File: src/rtl/mc_controller_pkg.sv
// mc_controller_pkg: shared RISC-V opcode, state and ALU-op definitions
// for the multi-cycle controller and its branch-condition helper.
package mc_controller_pkg;

    localparam logic [6:0] OPC_R      = 7'b0110011;
    localparam logic [6:0] OPC_I      = 7'b0010011;
    localparam logic [6:0] OPC_LOAD   = 7'b0000011;
    localparam logic [6:0] OPC_STORE  = 7'b0100011;
    localparam logic [6:0] OPC_BRANCH = 7'b1100011;
    localparam logic [6:0] OPC_LUI    = 7'b0110111;
    localparam logic [6:0] OPC_AUIPC  = 7'b0010111;
    localparam logic [6:0] OPC_JAL    = 7'b1101111;
    localparam logic [6:0] OPC_JALR   = 7'b1100111;

    localparam logic [31:0] INST_NOP = 32'h00000013;

    localparam logic [2:0] F3_BEQ  = 3'b000;
    localparam logic [2:0] F3_BNE  = 3'b001;
    localparam logic [2:0] F3_BLT  = 3'b100;
    localparam logic [2:0] F3_BGE  = 3'b101;
    localparam logic [2:0] F3_BLTU = 3'b110;
    localparam logic [2:0] F3_BGEU = 3'b111;

    typedef enum logic [2:0] {
        ST_FETCH  = 3'd0,
        ST_DECODE = 3'd1,
        ST_EXEC   = 3'd2,
        ST_MEM    = 3'd3,
        ST_WB     = 3'd4,
        ST_TRAP   = 3'd5
    } state_e;

    typedef enum logic [1:0] {
        ALU_LS    = 2'b00,
        ALU_BR    = 2'b01,
        ALU_R     = 2'b10,
        ALU_OTHER = 2'b11
    } alu_op_e;

    typedef enum logic [3:0] {
        IC_R,
        IC_I,
        IC_LOAD,
        IC_STORE,
        IC_BRANCH,
        IC_LUI,
        IC_AUIPC,
        IC_JAL,
        IC_JALR,
        IC_UNKNOWN
    } inst_class_e;

    typedef struct packed {
        logic    jump;
        logic    jalr;
        alu_op_e alu_op;
        logic    alu_src;
        logic    mem_to_reg;
    } dec_t;

    function automatic inst_class_e classify(input logic [6:0] opc);
        inst_class_e c;
        case (opc)
            OPC_R:      c = IC_R;
            OPC_I:      c = IC_I;
            OPC_LOAD:   c = IC_LOAD;
            OPC_STORE:  c = IC_STORE;
            OPC_BRANCH: c = IC_BRANCH;
            OPC_LUI:    c = IC_LUI;
            OPC_AUIPC:  c = IC_AUIPC;
            OPC_JAL:    c = IC_JAL;
            OPC_JALR:   c = IC_JALR;
            default:    c = IC_UNKNOWN;
        endcase
        return c;
    endfunction

    function automatic dec_t decode(input inst_class_e c);
        dec_t d;
        d.jump       = (c == IC_JAL);
        d.jalr       = (c == IC_JALR);
        d.mem_to_reg = (c == IC_LOAD);
        d.alu_src    = c inside {IC_I, IC_LOAD, IC_STORE, IC_LUI,
                                 IC_AUIPC, IC_JAL, IC_JALR};
        case (c)
            IC_R:              d.alu_op = ALU_R;
            IC_BRANCH:         d.alu_op = ALU_BR;
            IC_LOAD, IC_STORE: d.alu_op = ALU_LS;
            default:           d.alu_op = ALU_OTHER;
        endcase
        return d;
    endfunction

endpackage

File: src/rtl/mc_controller_if.sv
// mc_controller_if: instruction/ALU/memory handshake bundle of the controller.
// Macro MC_CONTROLLER_TRAP_EN adds the illegal_inst indication.
interface mc_controller_if;

    logic [31:0] inst;
    logic        inst_valid;
    logic [31:0] alu_result;
    logic        zero;
    logic        mem_ready;

    logic        ir_write;
    logic        pc_write;
    logic        branch_taken;
    logic        jump;
    logic        jalr;
    logic [1:0]  alu_op;
    logic        alu_src;
    logic        mem_to_reg;
    logic        mem_read;
    logic        mem_write;
    logic        io_read;
    logic        io_write;
    logic        reg_write;
    logic [2:0]  state;
`ifdef MC_CONTROLLER_TRAP_EN
    logic        illegal_inst;
`endif

    modport master (
        input  inst, inst_valid, alu_result, zero, mem_ready,
        output ir_write, pc_write, branch_taken, jump, jalr,
        output alu_op, alu_src, mem_to_reg,
        output mem_read, mem_write, io_read, io_write, reg_write,
        output state
`ifdef MC_CONTROLLER_TRAP_EN
        , output illegal_inst
`endif
    );

    modport slave (
        output inst, inst_valid, alu_result, zero, mem_ready,
        input  ir_write, pc_write, branch_taken, jump, jalr,
        input  alu_op, alu_src, mem_to_reg,
        input  mem_read, mem_write, io_read, io_write, reg_write,
        input  state
`ifdef MC_CONTROLLER_TRAP_EN
        , input illegal_inst
`endif
    );

endinterface

File: src/rtl/mc_branch_cond.sv
// mc_branch_cond: evaluates the branch outcome from funct3, the ALU zero flag
// and the SLT/SLTU result bit computed by the ALU.
module mc_branch_cond
    import mc_controller_pkg::*;
(
    input  logic [2:0] funct3,
    input  logic       zero,
    input  logic       lt,
    output logic       taken
);

    // Select the comparison that matches the branch flavour
    always_comb begin
        taken = 1'b0;
        case (funct3)
            F3_BEQ:           taken = zero;
            F3_BNE:           taken = !zero;
            F3_BLT, F3_BLTU:  taken = lt;
            F3_BGE, F3_BGEU:  taken = !lt;
            default:          taken = 1'b0;
        endcase
    end

endmodule

File: src/rtl/mc_controller.sv
// mc_controller: multi-cycle RISC-V control FSM (FETCH/DECODE/EXEC/MEM/WB/TRAP).
// Define MC_CONTROLLER_TRAP_EN to trap on unknown opcodes instead of NOP-ing them.
module mc_controller
    import mc_controller_pkg::*;
#(
    parameter int                 IO_LSB  = 8,
    parameter logic [31-IO_LSB:0] IO_BASE = 24'hFFFFFC
) (
    input logic             clk,
    input logic             rst,
    mc_controller_if.master bus
);

    state_e      r_state;
    state_e      w_next;
    logic [31:0] r_ir;
    logic [31:0] r_addr_q;
    inst_class_e w_cls;
    dec_t        w_dec;
    logic        w_is_io;
    logic        w_taken;
    logic        w_unused;

    assign w_cls   = classify(r_ir[6:0]);
    assign w_dec   = decode(w_cls);
    assign w_is_io = (r_addr_q[31:IO_LSB] == IO_BASE);

    // Only opcode/funct3 of IR and the page bits of the address matter here
    assign w_unused = ^{r_ir[31:15], r_ir[11:7], r_addr_q[IO_LSB-1:0]};

    mc_branch_cond u_branch_cond (
        .funct3 (r_ir[14:12]),
        .zero   (bus.zero),
        .lt     (bus.alu_result[0]),
        .taken  (w_taken)
    );

    assign bus.jump       = w_dec.jump;
    assign bus.jalr       = w_dec.jalr;
    assign bus.alu_op     = w_dec.alu_op;
    assign bus.alu_src    = w_dec.alu_src;
    assign bus.mem_to_reg = w_dec.mem_to_reg;
    assign bus.state      = r_state;
`ifdef MC_CONTROLLER_TRAP_EN
    assign bus.illegal_inst = (r_state == ST_TRAP);
`endif

    // FSM state register
    always_ff @(posedge clk) begin
        if (rst) begin
            r_state <= ST_FETCH;
        end else begin
            r_state <= w_next;
        end
    end

    // Instruction register, loaded on the FETCH handshake only
    always_ff @(posedge clk) begin
        if (rst) begin
            r_ir <= INST_NOP;
        end else if (r_state == ST_FETCH && bus.inst_valid) begin
            r_ir <= bus.inst;
        end
    end

    // Effective address captured in EXEC for the MEM-stage IO decode
    always_ff @(posedge clk) begin
        if (rst) begin
            r_addr_q <= '0;
        end else if (r_state == ST_EXEC) begin
            r_addr_q <= bus.alu_result;
        end
    end

    // Next-state selection and per-state strobes
    always_comb begin
        w_next           = r_state;
        bus.ir_write     = 1'b0;
        bus.pc_write     = 1'b0;
        bus.branch_taken = 1'b0;
        bus.mem_read     = 1'b0;
        bus.mem_write    = 1'b0;
        bus.io_read      = 1'b0;
        bus.io_write     = 1'b0;
        bus.reg_write    = 1'b0;
        unique case (r_state)
            ST_FETCH: begin
                if (bus.inst_valid) begin
                    bus.ir_write = 1'b1;
                    w_next       = ST_DECODE;
                end
            end
            ST_DECODE: begin
                w_next = ST_EXEC;
            end
            ST_EXEC: begin
                case (w_cls)
                    IC_LOAD, IC_STORE: begin
                        w_next = ST_MEM;
                    end
                    IC_BRANCH: begin
                        bus.pc_write     = 1'b1;
                        bus.branch_taken = w_taken;
                        w_next           = ST_FETCH;
                    end
                    IC_R, IC_I, IC_LUI, IC_AUIPC, IC_JAL, IC_JALR: begin
                        w_next = ST_WB;
                    end
                    default: begin
`ifdef MC_CONTROLLER_TRAP_EN
                        w_next = ST_TRAP;
`else
                        bus.pc_write = 1'b1;
                        w_next       = ST_FETCH;
`endif
                    end
                endcase
            end
            ST_MEM: begin
                if (w_cls == IC_LOAD) begin
                    bus.io_read  = w_is_io;
                    bus.mem_read = !w_is_io;
                    if (bus.mem_ready) begin
                        w_next = ST_WB;
                    end
                end else begin
                    bus.io_write  = w_is_io;
                    bus.mem_write = !w_is_io;
                    if (bus.mem_ready) begin
                        bus.pc_write = 1'b1;
                        w_next       = ST_FETCH;
                    end
                end
            end
            ST_WB: begin
                bus.reg_write = 1'b1;
                bus.pc_write  = 1'b1;
                w_next        = ST_FETCH;
            end
            ST_TRAP: begin
`ifdef MC_CONTROLLER_TRAP_EN
                w_next = ST_TRAP;
`else
                w_next = ST_FETCH;
`endif
            end
            default: begin
                w_next = ST_FETCH;
            end
        endcase
    end

endmodule

File: src/flat_wrapper.sv
// flat-port wrapper written by rule: the top's interface ports become plain ports
module mc_controller_flat import mc_controller_pkg::*;
#(
    parameter int                 IO_LSB  = 8,
    parameter logic [31-IO_LSB:0] IO_BASE = 24'hFFFFFC
)
  (clk, rst, bus_inst, bus_inst_valid, bus_alu_result, bus_zero, bus_mem_ready, bus_ir_write, bus_pc_write, bus_branch_taken, bus_jump, bus_jalr, bus_alu_op, bus_alu_src, bus_mem_to_reg, bus_mem_read, bus_mem_write, bus_io_read, bus_io_write, bus_reg_write, bus_state);
  mc_controller_if bus_i ();
  input logic clk;
  input logic rst;
  input wire logic [$bits(bus_i.inst)-1:0] bus_inst;
  input wire logic [$bits(bus_i.inst_valid)-1:0] bus_inst_valid;
  input wire logic [$bits(bus_i.alu_result)-1:0] bus_alu_result;
  input wire logic [$bits(bus_i.zero)-1:0] bus_zero;
  input wire logic [$bits(bus_i.mem_ready)-1:0] bus_mem_ready;
  output wire logic [$bits(bus_i.ir_write)-1:0] bus_ir_write;
  output wire logic [$bits(bus_i.pc_write)-1:0] bus_pc_write;
  output wire logic [$bits(bus_i.branch_taken)-1:0] bus_branch_taken;
  output wire logic [$bits(bus_i.jump)-1:0] bus_jump;
  output wire logic [$bits(bus_i.jalr)-1:0] bus_jalr;
  output wire logic [$bits(bus_i.alu_op)-1:0] bus_alu_op;
  output wire logic [$bits(bus_i.alu_src)-1:0] bus_alu_src;
  output wire logic [$bits(bus_i.mem_to_reg)-1:0] bus_mem_to_reg;
  output wire logic [$bits(bus_i.mem_read)-1:0] bus_mem_read;
  output wire logic [$bits(bus_i.mem_write)-1:0] bus_mem_write;
  output wire logic [$bits(bus_i.io_read)-1:0] bus_io_read;
  output wire logic [$bits(bus_i.io_write)-1:0] bus_io_write;
  output wire logic [$bits(bus_i.reg_write)-1:0] bus_reg_write;
  output wire logic [$bits(bus_i.state)-1:0] bus_state;
  assign bus_i.inst = bus_inst;
  assign bus_i.inst_valid = bus_inst_valid;
  assign bus_i.alu_result = bus_alu_result;
  assign bus_i.zero = bus_zero;
  assign bus_i.mem_ready = bus_mem_ready;
  assign bus_ir_write = bus_i.ir_write;
  assign bus_pc_write = bus_i.pc_write;
  assign bus_branch_taken = bus_i.branch_taken;
  assign bus_jump = bus_i.jump;
  assign bus_jalr = bus_i.jalr;
  assign bus_alu_op = bus_i.alu_op;
  assign bus_alu_src = bus_i.alu_src;
  assign bus_mem_to_reg = bus_i.mem_to_reg;
  assign bus_mem_read = bus_i.mem_read;
  assign bus_mem_write = bus_i.mem_write;
  assign bus_io_read = bus_i.io_read;
  assign bus_io_write = bus_i.io_write;
  assign bus_reg_write = bus_i.reg_write;
  assign bus_state = bus_i.state;
  mc_controller #(.IO_LSB(IO_LSB), .IO_BASE(IO_BASE)) u_core (.clk(clk), .rst(rst), .bus(bus_i));
endmodule
File: config.mk
export PLATFORM = sky130hd
export DESIGN_NAME = mc_controller_flat
export DESIGN_NICKNAME = d
export VERILOG_FILES = /design/src/rtl/mc_controller_pkg.sv /design/src/rtl/mc_controller_if.sv /design/src/rtl/mc_branch_cond.sv /design/src/rtl/mc_controller.sv /design/src/flat_wrapper.sv
export SDC_FILE = /design/constraint.sdc
export NUM_CORES = 1
export LEC_CHECK = 0
export ABC_AREA = 1
export CORE_MARGIN = 4
export CORE_UTILIZATION = 42
export CTS_BUF_LIST = sky130_fd_sc_hd__clkbuf_4 sky130_fd_sc_hd__clkbuf_8 sky130_fd_sc_hd__clkbuf_16
export CTS_CLUSTER_SIZE = 28
export DETAILED_ROUTE_END_ITERATION = 8
export PLACE_DENSITY_LB_ADDON = 0.08
export SYNTH_ARGS = -nofsm -noshare
export SYNTH_HDL_FRONTEND = slang
export SYNTH_HIERARCHICAL = 1
export SYNTH_SLANG_ARGS = --single-unit
export TNS_END_PERCENT = 10
File: constraint.sdc
create_clock -name clk -period 2.9 [get_ports clk]
set_input_delay 0.29 -clock clk [delete_from_list [all_inputs] [get_ports clk]]
set_output_delay 0.29 -clock clk [all_outputs]
set_load 0.03 [all_outputs]
Yosys cells after proc, flatten, opt, wreduce, memory -nomap -nowiden --
Index checks and enable logic that the tools add are counted. W data, S select, Z words.
Word-level totals: flip-flop bits (word level) 50, bits of input ports 69
Cells by class: reductions and logical operators 14, mux-type cells 26, equality and inequality tests 29
Operator list (number):
- $pmux W4 S9 | 1
- $eq A24 B24 Y1 const B | 1
- $eq A7 B6 Y1 const B | 3
- $eq A7 B7 Y1 const B | 3
- $eq A4 B3 Y1 const B | 4
- $mux W1 | 16
- $eq A3 B3 Y1 const B | 5
- $eq A7 B5 Y1 const B | 2
- $mux W3 | 4
- $pmux W3 S4 | 1
- $eq A4 B2 Y1 const B | 2
- $reduce_or A8 Y1 | 1
- $eq A7 B2 Y1 const B | 1
- $reduce_bool A7 Y1 | 1
- $eq A3 B1 Y1 const B | 2
- $eq A3 B2 Y1 const B | 2
- $logic_not A3 Y1 | 2
- $pmux W2 S3 | 1
- $pmux W3 S2 | 1
- $reduce_or A2 Y1 | 3
- $reduce_or A6 Y1 | 1
- $eq A4 B1 Y1 const B | 1
- $eq A4 B4 Y1 const B | 1
- $logic_not A4 Y1 | 1
- other kinds (6) | 9

Logic depth before layout (Yosys ltp) --
depth after elaboration 6, gate-level depth with buffers 9, mapped depth without buffers 9

By module --
Netlist, hierarchy kept.
Modules (own cells, without submodules):
- mc_controller | instances 1, cells each 239, area each 1639.1 um^2
- mc_branch_cond | instances 1, cells each 11, area each 43.8 um^2

Least setup slack after synthesis --
Ideal clock, no wire load.
path type register to output, start point reg u_core.r_state[2], in the netlist u_core/bus.state[2], end point out bus_pc_write, data required time 2.610 ns, path slack 0.742 ns, stages on the path, launching flop included 5, data arrival time 1.868 ns, cells stage by stage dfxtp_1 inv_1 nor3_1 a31oi_1 o21ai_1
Between the ends: longest elaborated chain between the ends 2, elaborated cells on any way between the ends 4
RTL lines:
- start, declared | RTL line mc_controller.sv:14 | state_e r_state;
- start signal, assigned | RTL line mc_controller.sv:53 | r_state <= w_next;
- $eq A3 B3 Y1 / $eq A3 B2 Y1 (equally long branches) | RTL line mc_controller.sv:86 | unique case (r_state)
- $pmux W1 S3 * | RTL line mc_controller.sv:86
- end, declared | RTL line flat_wrapper.sv:17 | output wire logic [$bits(bus_i.pc_write)-1:0] bus_pc_write;
Every way passes the cells marked *; elsewhere a longest branch is shown, timed or not.

Worst setup path in the final report --
start point reg u_core.r_addr_q[16], end point out bus_io_write
Between the ends: longest elaborated chain between the ends 3
RTL lines:
- start, declared | RTL line mc_controller.sv:17 | logic [31:0] r_addr_q;
- start signal, assigned | RTL line mc_controller.sv:71 | r_addr_q <= bus.alu_result;
- $eq A24 B24 Y1 | RTL line mc_controller.sv:26 | assign w_is_io = (r_addr_q[31:IO_LSB] == IO_BASE);
- $mux W1 | RTL line mc_controller.sv:120 | if (w_cls == IC_LOAD) begin
- $mux W1 | RTL line mc_controller.sv:86
- end, declared | RTL line flat_wrapper.sv:27 | output wire logic [$bits(bus_i.io_write)-1:0] bus_io_write;
Every way passes these cells.

==> summary.txt <==
Status
  • Status: completed

Yosys
  • Commonest cells in the netlist: nor2_1 (69), nand2_1 (38), dfxtp_1 (37)
  • Yosys reg bits: 37
  • Top-count cell post-synth: nor2_1
  • Seq/Total Area, Yosys: 44.01%
  • Mapped Cells: 250
  • Avg Cell Area, Syn: 6.731 um2
  • Yosys cell types: 24
  • Synth top area share: 44.01%
  • Largest area contributor in the netlist: dfxtp_1
  • Ys Warns: 6
  • Top FF cell, synth: dfxtp_1
  • Post-synthesis cell area: 1683 um2
  • Post-synth EDFFs: 0
  • Top post-synthesis cells by area: dfxtp_1 (44%), nor2_1 (15%), o21ai_0 (9.8%)
  • Net Count, Synth: 319
  • Synth async-reset ratio: 0%

STA
  • Clock skew: 3.628 ps
  • Final Cycle Share: 84.53%
  • Relative slew slack: 49.02%
  • Slew Viols, Final: 0
  • Final setup TNS: 0 ps
  • Worst slew pin tran: 763.8 ps
  • Minimum clock period after layout: 2451 ps
  • Final setup viols: 0
  • Fmax: 0.4079 GHz
  • Unrepaired setup endpoints after global routing: no
  • Final hold vios: 0

Power
  • VDD IR max: 361.2 uV
  • Pwr per Cell Area: 566.0 nW/um2
  • Power, Total: 1337 uW
  • Cell leakage power: 0.0009949 uW

CTS
  • CTS Sinks: 37
  • CTS tree: yes
  • Setup Fix Bufs, Post-CTS: 0
  • CTS Buf Count: 5
  • Hold_buf cts: 0
  • CTS root buf: clkbuf_8
  • Worst-path clk slew: 70 ps
  • Resized cells post-CTS: 0
  • Skew-Pair Late Insertion Delay: 290 ps
  • CTS Buffer Depth: 2
  • H-Tree Depth: 2

Die
  • DIE HEIGHT: 71.30 um
  • # rows: 22
  • Die ar.: 5084 um2
  • Die width: 71.30 um
  • IO Pins: 86
  • Starting density of the core: 44.63%
  • Core area: 3771 um2

Setup path
  • WP data required: 2610 ps
  • Most used cell along the critical path: nor2_1
  • Worst endpoint data arrival time: 2160 ps
  • Biggest cell delay along the critical path: 680 ps
  • CP endpoint kind: primary output
  • Class of the most critical setup path: reg2out
  • Cell Chain, Critical Path: nand4_1 -> nor2_1 -> nor3b_1 -> nand2_1 -> nor2_1 -> clkdlybuf4s50_1
  • Crit-path max FO: 3
  • Crit start category: register
  • Slowest CP cell: clkdlybuf4s50_1

Finish
  • Layout cells sized above 1: 5.195%
  • N_diodes: 0
  • Area Growth Syn to Fin: 40.37%
  • Nets@finish: 376

Place
  • Placer Congestion: 0.7932
  • Buffers added on ports: 56
  • Placed wire-length estimate: 2.911 mm

Routing
  • Via/cell ratio: 4.781
  • Via Count: 1,702
  • Remaining antenna violation count: 0
  • # DRC: 0
  • DRT Pass-1 Iters: 4
  • Final WL: 3.865 mm
  • Routed length per instance: 10.86 um
  • Drt first-iter violations: 115

Hold path
  • Min-Delay Path Class: reg2reg

Global route
  • Grt ovf: 0
  • Initial antenna violation count: 0
  • Tot GR Track Use: 15.81%
  • Vias in the first global route: 1,478
  • First-pass GRT wire length: 6.513 mm
  • Largest net degree at the start of global routing: 34

Flow run
  • Number of max-cap violations: 0
==> path summary, 6_finish.rpt <==
check,from,endpoint,slack (ps),cells after the start
setup / recovery,u_core/r_addr_q[16],bus_io_write,450,6
hold / removal,u_core/r_addr_q[8],u_core/r_addr_q[8],460,2
setup reg to reg,u_core/bus.state[1],u_core/r_addr_q[8],1340,5
hold reg to reg,u_core/r_addr_q[8],u_core/r_addr_q[8],460,2
==> area by class of cell <==
type                    instances  area (um2)
clock buffers                   6       76.32
clock inverters                 2       15.01
fillers                       382        1409
inverters                      23       86.33
multi-input cells             182       808.3
flip-flops and latches         37       740.7
well taps                      48       60.06
repair buffers                 58       575.6
==> stage by stage <==
step,setup WS [ps],util (%),hold slack (ps),cell area (um2),std cells
final,448.6,62.64,455.7,2362,356
after detailed placement,748.3,60.22,450.0,2271,348
after floorplan,742.3,-,359.1,1683,250
after global placement,775.7,60.22,443.6,2271,348
after CTS,416.8,62.64,461.4,2362,356
after global routing,273.8,62.64,477.5,2362,356
==> metal layers <==
| layer | global-route usage [%] | wire length (um) | share of wire, % | vias to the layer above |
|---|---|---|---|---|
| met5 | 0 | 0 | 0 | - |
| li1 | - | - | - | 921 |
| met4 | 5.010 | 34 | 0.88 | 0 |
| met3 | 4.769 | 208 | 5.4 | 5 |
| met1 | 20.47 | 1794 | 46 | 740 |
| met2 | 25.20 | 1827 | 47 | 36 |
==> layout by cell type (no fill, tap or decap), drive strengths merged, types with 2 or more instances in the layout <==
master and instances:
clkinvlp 2, dfxtp 37, nand2 39, nor3 5
clkdlybuf4s50 56, nand3 12, clkbuf 6, a21oi 13
o21ai 34, nor2 69, inv 23, buf 2
nand4 6
==> sequential cells by signal (all words and copies together), names as in the netlist <==
signal	count
u_core/bus.state	3
u_core/r_addr_q	24
u_core/r_ir	10
==> critical path: cells and delay by family, from the launching register on <==
kind	cells	cell delay, ps
flops	1	340
simple gates	5	860
buf+inv	1	680
==> kinds of logic (layout without fill, tap and decap cells) <==
family	after synthesis	count (layout)	synth area share (%)
AND/OR/NAND/NOR	133	133	33.31
AO/OA/AOI/OAI	49	49	14.72
flip-flops	37	37	44.01
buffers and inverters	31	89	7.955
==> where the power goes <==
part	switching [uW]	internal, uW
Sequential	41.7	572
Combinational	207	155
Clock	182	178
Total	431	906
Note: power is estimated with default switching activity, not from simulation.
